--- config.mk ---
export PLATFORM = sky130hd
export DESIGN_NAME = icache
export DESIGN_NICKNAME = d
export VERILOG_FILES = /design/src/rtl/icache.sv
export SDC_FILE = /design/constraint.sdc
export NUM_CORES = 2
export LEC_CHECK = 0
export BUFFER_PORTS_ARGS = -buffer_cell sky130_fd_sc_hd__buf_2
export CAP_MARGIN = 40
export CORE_MARGIN = 2
export CORE_UTILIZATION = 55
export CTS_CLUSTER_DIAMETER = 50
export DETAILED_ROUTE_END_ITERATION = 6
export PLACE_DENSITY_LB_ADDON = 0.15
export RECOVER_POWER = 25
export SYNTH_ARGS = -nofsm -noshare
export SYNTH_HDL_FRONTEND = slang
export SYNTH_SLANG_ARGS = --single-unit
--- constraint.sdc ---
create_clock -name clk -period 4.8 [get_ports clk]
set_clock_uncertainty 0.1 [all_clocks]
set_input_delay 0.24 -clock clk [delete_from_list [all_inputs] [get_ports clk]]
set_output_delay 0.24 -clock clk [all_outputs]
set_load 0.02 [all_outputs]
--- src/rtl/icache.sv ---
// icache: direct-mapped, one-word-per-line instruction cache between IF and mem_ctrl
// Ports: clk/rst (async active-high); rdy freezes the block; flush drops the in-flight
// fetch response; inv_all clears every valid bit; if_req/if_addr/if_ready form the fetch
// handshake; inst_valid/inst return the word; mem_req/mem_addr/mem_done/mem_data fill a miss.
module icache #(
  parameter int INDEX_BITS = 6,
  parameter int ADDR_BITS  = 18
) (
  input  logic        clk,
  input  logic        rst,
  input  logic        rdy,
  input  logic        flush,
  input  logic        inv_all,
  input  logic        if_req,
  input  logic [31:0] if_addr,
  output logic        if_ready,
  output logic        inst_valid,
  output logic [31:0] inst,
  output logic        mem_req,
  output logic [31:0] mem_addr,
  input  logic        mem_done,
  input  logic [31:0] mem_data
);
  localparam int LINES = 1 << INDEX_BITS;
  localparam int TAG_W = ADDR_BITS - 2 - INDEX_BITS;
  typedef enum logic {IDLE, WAIT} state_t;
  state_t state, state_n;
  logic [LINES-1:0] valid;
  logic [TAG_W-1:0] tags [LINES];
  logic [31:0] data [LINES];
  logic drop;
  logic [INDEX_BITS-1:0] idx, fidx;
  logic [TAG_W-1:0] tg, ftg;
  logic hit, accept, fill;
  logic unused_bits;
  assign idx = if_addr[INDEX_BITS+1:2];
  assign tg = if_addr[ADDR_BITS-1:INDEX_BITS+2];
  // The fill target comes from the latched miss address, not the live fetch address.
  assign fidx = mem_addr[INDEX_BITS+1:2];
  assign ftg = mem_addr[ADDR_BITS-1:INDEX_BITS+2];
  assign unused_bits = ^{if_addr[31:ADDR_BITS], if_addr[1:0]};
  assign hit = valid[idx] && tags[idx] == tg;
  assign if_ready = state == IDLE && rdy && !flush && !inv_all;
  assign accept = if_req && if_ready;
  assign fill = rdy && state == WAIT && mem_done;
  always_comb begin
    state_n = (accept && !hit) ? WAIT : fill ? IDLE : state;
  end
  always_ff @(posedge clk or posedge rst) begin
    if (rst) state <= IDLE;
    else if (rdy) state <= state_n;
  end
  always_ff @(posedge clk or posedge rst) begin
    if (rst) begin
      valid <= '0;
      inst_valid <= 1'b0;
      inst <= '0;
      mem_req <= 1'b0;
      mem_addr <= '0;
      drop <= 1'b0;
    end else if (rdy) begin
      inst_valid <= 1'b0;
      if (accept && hit) begin
        inst <= data[idx];
        inst_valid <= 1'b1;
      end
      if (accept && !hit) begin
        mem_addr <= {if_addr[31:2], 2'b00};
        mem_req <= 1'b1;
        drop <= 1'b0;
      end
      if (state == WAIT && flush) drop <= 1'b1;
      if (fill) begin
        mem_req <= 1'b0;
        inst <= (drop || flush) ? inst : mem_data;
        inst_valid <= !drop && !flush;
      end
      if (inv_all) valid <= '0;
      // The memory read cannot be aborted, so its line is marked valid even over inv_all.
      if (fill) valid[fidx] <= 1'b1;
    end
  end
  always_ff @(posedge clk) begin
    if (fill) begin
      data[fidx] <= mem_data;
      tags[fidx] <= ftg;
    end
  end
endmodule

==> results.py <==
metrics = {
    "synth": {
        "yosysTopAreaCell": "edfxtp_1",
        "synth-adder-area-share": 0,
        "synth_compound_area_frac": 0.0203,
        "synth_common_cells": "2688 x edfxtp_1, 695 x mux4_2, 264 x mux2i_1, 130 x dfrtp_1, 122 x nand2_1",
        "avgSynthCellArea_um2": 22.7,
        "synth_edf_count": 2688,
        "ys.flop_type": "edfxtp_1",
        "ys_warn_count": 0,
        "synth_area_leaders": "edfxtp_1 74%, mux4_2 14%, dfrtp_1 3.0%, mux2i_1 2.4%, mux2_4 0.77%",
        "synth_seq_area_share": 0.771,
        "synth_top_family_by_area": "multiplexers",
        "synth_seq_cells": 2818,
        "syn_area_um2": 109000,
        "synthMuxAreaShare": 0.179,
        "synth.most_common_cell": "edfxtp_1",
        "synthArstFlopShare": 0.0461,
        "synth_cells": 4803,
        "synthXorXnorAreaFrac": 0.000482,
        "yosys.area_share.simple": 0.0151,
        "ys_types": 65,
        "synth_top_area_frac": 0.741,
    },
    "grt": {
        "antenna_found_initial": 6,
        "grt_max_degree": 110,
        "grt_usage": 0.293,
        "grt_pass1_wl_mm": 413,
        "grt_pass1_vias": 53700,
        "overflow": 0,
    },
    "worst_setup_path": {
        "criticalPathCategory": "reg2reg",
        "cp.depth": 10,
        "r2r.worst_path.cells": 10,
        "critPathBufInv": 1,
        "cp-startpoint": "tags[52][7]",
        "critPathLaunchType": "flip-flop",
        "crit_path_cell_trace": "mux4_2, mux2_2, o22ai_1, a21oi_1, mux2i_1, o32ai_1, a211oi_1, a21oi_4, buf_12, mux2_2",
        "cp_slowest_stage_delay_ps": 580,
        "critPathSlowestCell": "o32ai_1",
        "reg2reg_slack_ps": 1250,
        "cp-endpoint": "mem_addr[29]",
        "r2r_end": "mem_addr[29]",
        "cp_common_cell": "mux2_2",
        "worst_setup_path_end_kind": "flip-flop",
        "rr_startpoint": "tags[52][7]",
        "crit_family": "multiplexers",
        "crit_arrival_ps": 4250,
        "crit_fanout": 33,
        "cp.required_ps": 5500,
    },
    "finish": {
        "drive_above_1_share": 0.293,
        "area_delta_synth_final_pct": 14.7,
        "layout.nets": 5404,
        "final_area_um2": 125000,
    },
    "power": {
        "totalPowerFinal_mw": 55.0,
        "ir_drop_uv": 402,
        "seqPwrFrac": 0.520,
        "power.density_nw_per_um2": 440,
        "clkPwrFrac": 0.397,
        "leakage_nw": 41.3,
        "internal-power_mw": 42.4,
        "p_sw_mw": 12.6,
        "p_comb_frac": 0.083,
        "switching_share": 0.228,
    },
    "clocking": {
        "cts_buffers": 306,
        "cts_tree": "done",
        "cts-root-buf": "clkbuf_16",
        "cts_resized": 0,
        "h-tree-depth": 5,
        "clockBufferDepth": 4,
        "clk_latency_ps": 940,
        "cts_sinks": 2818,
        "clk_pin_slew_worst_paths_ps": 60,
    },
    "detailed_routing": {
        "wl_mm": 294,
        "ant_nets": 0,
        "drc": 0,
        "via_count": 54000,
        "dr.first_iter.drc_count": 7181,
        "routedWlPerCell_um": 35.9,
        "avgViaCountPerCell": 6.59,
        "drtPass1Iterations": 5,
    },
    "timing": {
        "report.final.slew_viol_count": 1200,
        "holdWs_ps": 87.1,
        "finalHoldViolations": 0,
        "fin_ws_ps": 1250,
        "setup_viol": 0,
        "rsz0062_at_grt": "no",
        "min_period_ps": 3550,
        "fin_crit_sh": 0.739,
        "tns_ps": 0,
        "worstMarginPinSlew_ps": 2560,
        "fmax_mhz": 282,
        "timing.slew.headroom": -0.705,
    },
    "run_status": {
        "violations": "capacitance limit, slew limit",
        "outcome": "finished, violations left",
    },
    "die": {
        "rows": 163,
        "die_area_um2": 202000,
        "die_x_um": 449,
        "start_util": 0.553,
        "dieHeight_um": 449,
        "io_pins": 138,
        "core_um2": 197000,
    },
    "run": {
        "maxCapViolCount": 22,
    },
    "placement": {
        "place.port_buffers": 133,
        "place_ws_ps": 611,
        "post-dp-hpwl_mm": 160,
        "gp_congestion": 0.793,
        "placed_area_um2": 115000,
    },
    "hold_path": {
        "min-delay-path-class": "in2reg",
    },
}
[registers in the layout (all words and copies together), names as in the netlist]
signal,count
mem_req,1
state,1
mem_addr,30
drop,1
data,2048
inst,32
inst_valid,1
valid,64
tags,640
[cells by family after synthesis]
kind of cell / count (synthesis)
AOI/OAI and AO/OA: 303
xor gates and xnor gates: 6
other: 1
muxes: 1051
and+or+nand+nor: 349
buffers and inverters: 275
DFF: 2818
[timing repair]
| item | 4_1_cts | 5_1_grt |
|---|---|---|
| hold endpoints to repair | 2191 | 1 |
| hold buffers | 81 | 1 |
| buffers inserted | 0 | 0 |
| endpoints found under the setup margin | 0 | 0 |
[layer usage]
metal | routed length (um) | vias up | part of all wire | track usage
met5 | 26 | - | 0.000088 | 0
met4 | 9640 | 4 | 0.033 | 0.0940
met3 | 26500 | 526 | 0.090 | 0.0521
met2 | 141000 | 2812 | 0.48 | 0.459
met1 | 117000 | 29300 | 0.40 | 0.426
li1 | - | 21400 | - | -
[power by group through the flow]
stage	logic (mW)	clock network (mW)	registers, mW
6_report	4.58	21.8	28.6
5_1_grt	4.84	23.1	28.6
4_1_cts	4.62	22.1	28.6
3_5_place_dp	4.56	0	29.1
3_3_place_gp	3.96	0	29.4
2_1_floorplan	1.94	0	29.6
[cell type report]
class,instances,area (um2)
Sequential cell,2818,84000
Fill cell,13300,72000
Multi-Input combinational cell,1711,24000
Clock buffer,395,8170
Timing Repair Buffer,488,4530
Tap cell,2640,3300
Clock inverter,138,987
Inverter,8,38.8
Antenna cell,1,2.50
[worst min path at each step]
stage	startpoint	endpoint	slack, ps	depth (start not counted)
finish	if_addr[7]	mem_addr[7]	90	3
global route	if_addr[14]	mem_addr[14]	60	3
CTS	if_addr[7]	mem_addr[7]	10	3
detailed placement	rst	mem_addr[22]	130	2
global placement	rst	mem_addr[22]	120	2
floorplan	mem_data[0]	data[0][0]	240	0
[tightest hold or removal path, cell delays in order]
cell and delay (ps):
buf_4 250, buf_4 280, mux2_4 270
[placed cells by master, fill, tap and decap left out, drive strengths merged, types with 21 or more instances in the layout]
master and n:
a21oi 40, o22ai 21, clkbuf 441, nor2 83, clkinv 110, nand2 122, mux2 92, edfxtp 2688
a22oi 70, o21ai 21, nand2b 26, dlygate4sd3 82, dfrtp 130, buf 360, nand3 51, mux2i 264
mux4 695, a21o 65
[through the flow]
stage,utilization,cells
floorplan,-,4804
global placement,0.581,7537
detailed placement,0.585,7579
CTS,0.636,8193
global route,0.634,8199
finish,0.634,8199
(Power assumes the default switching activity.)
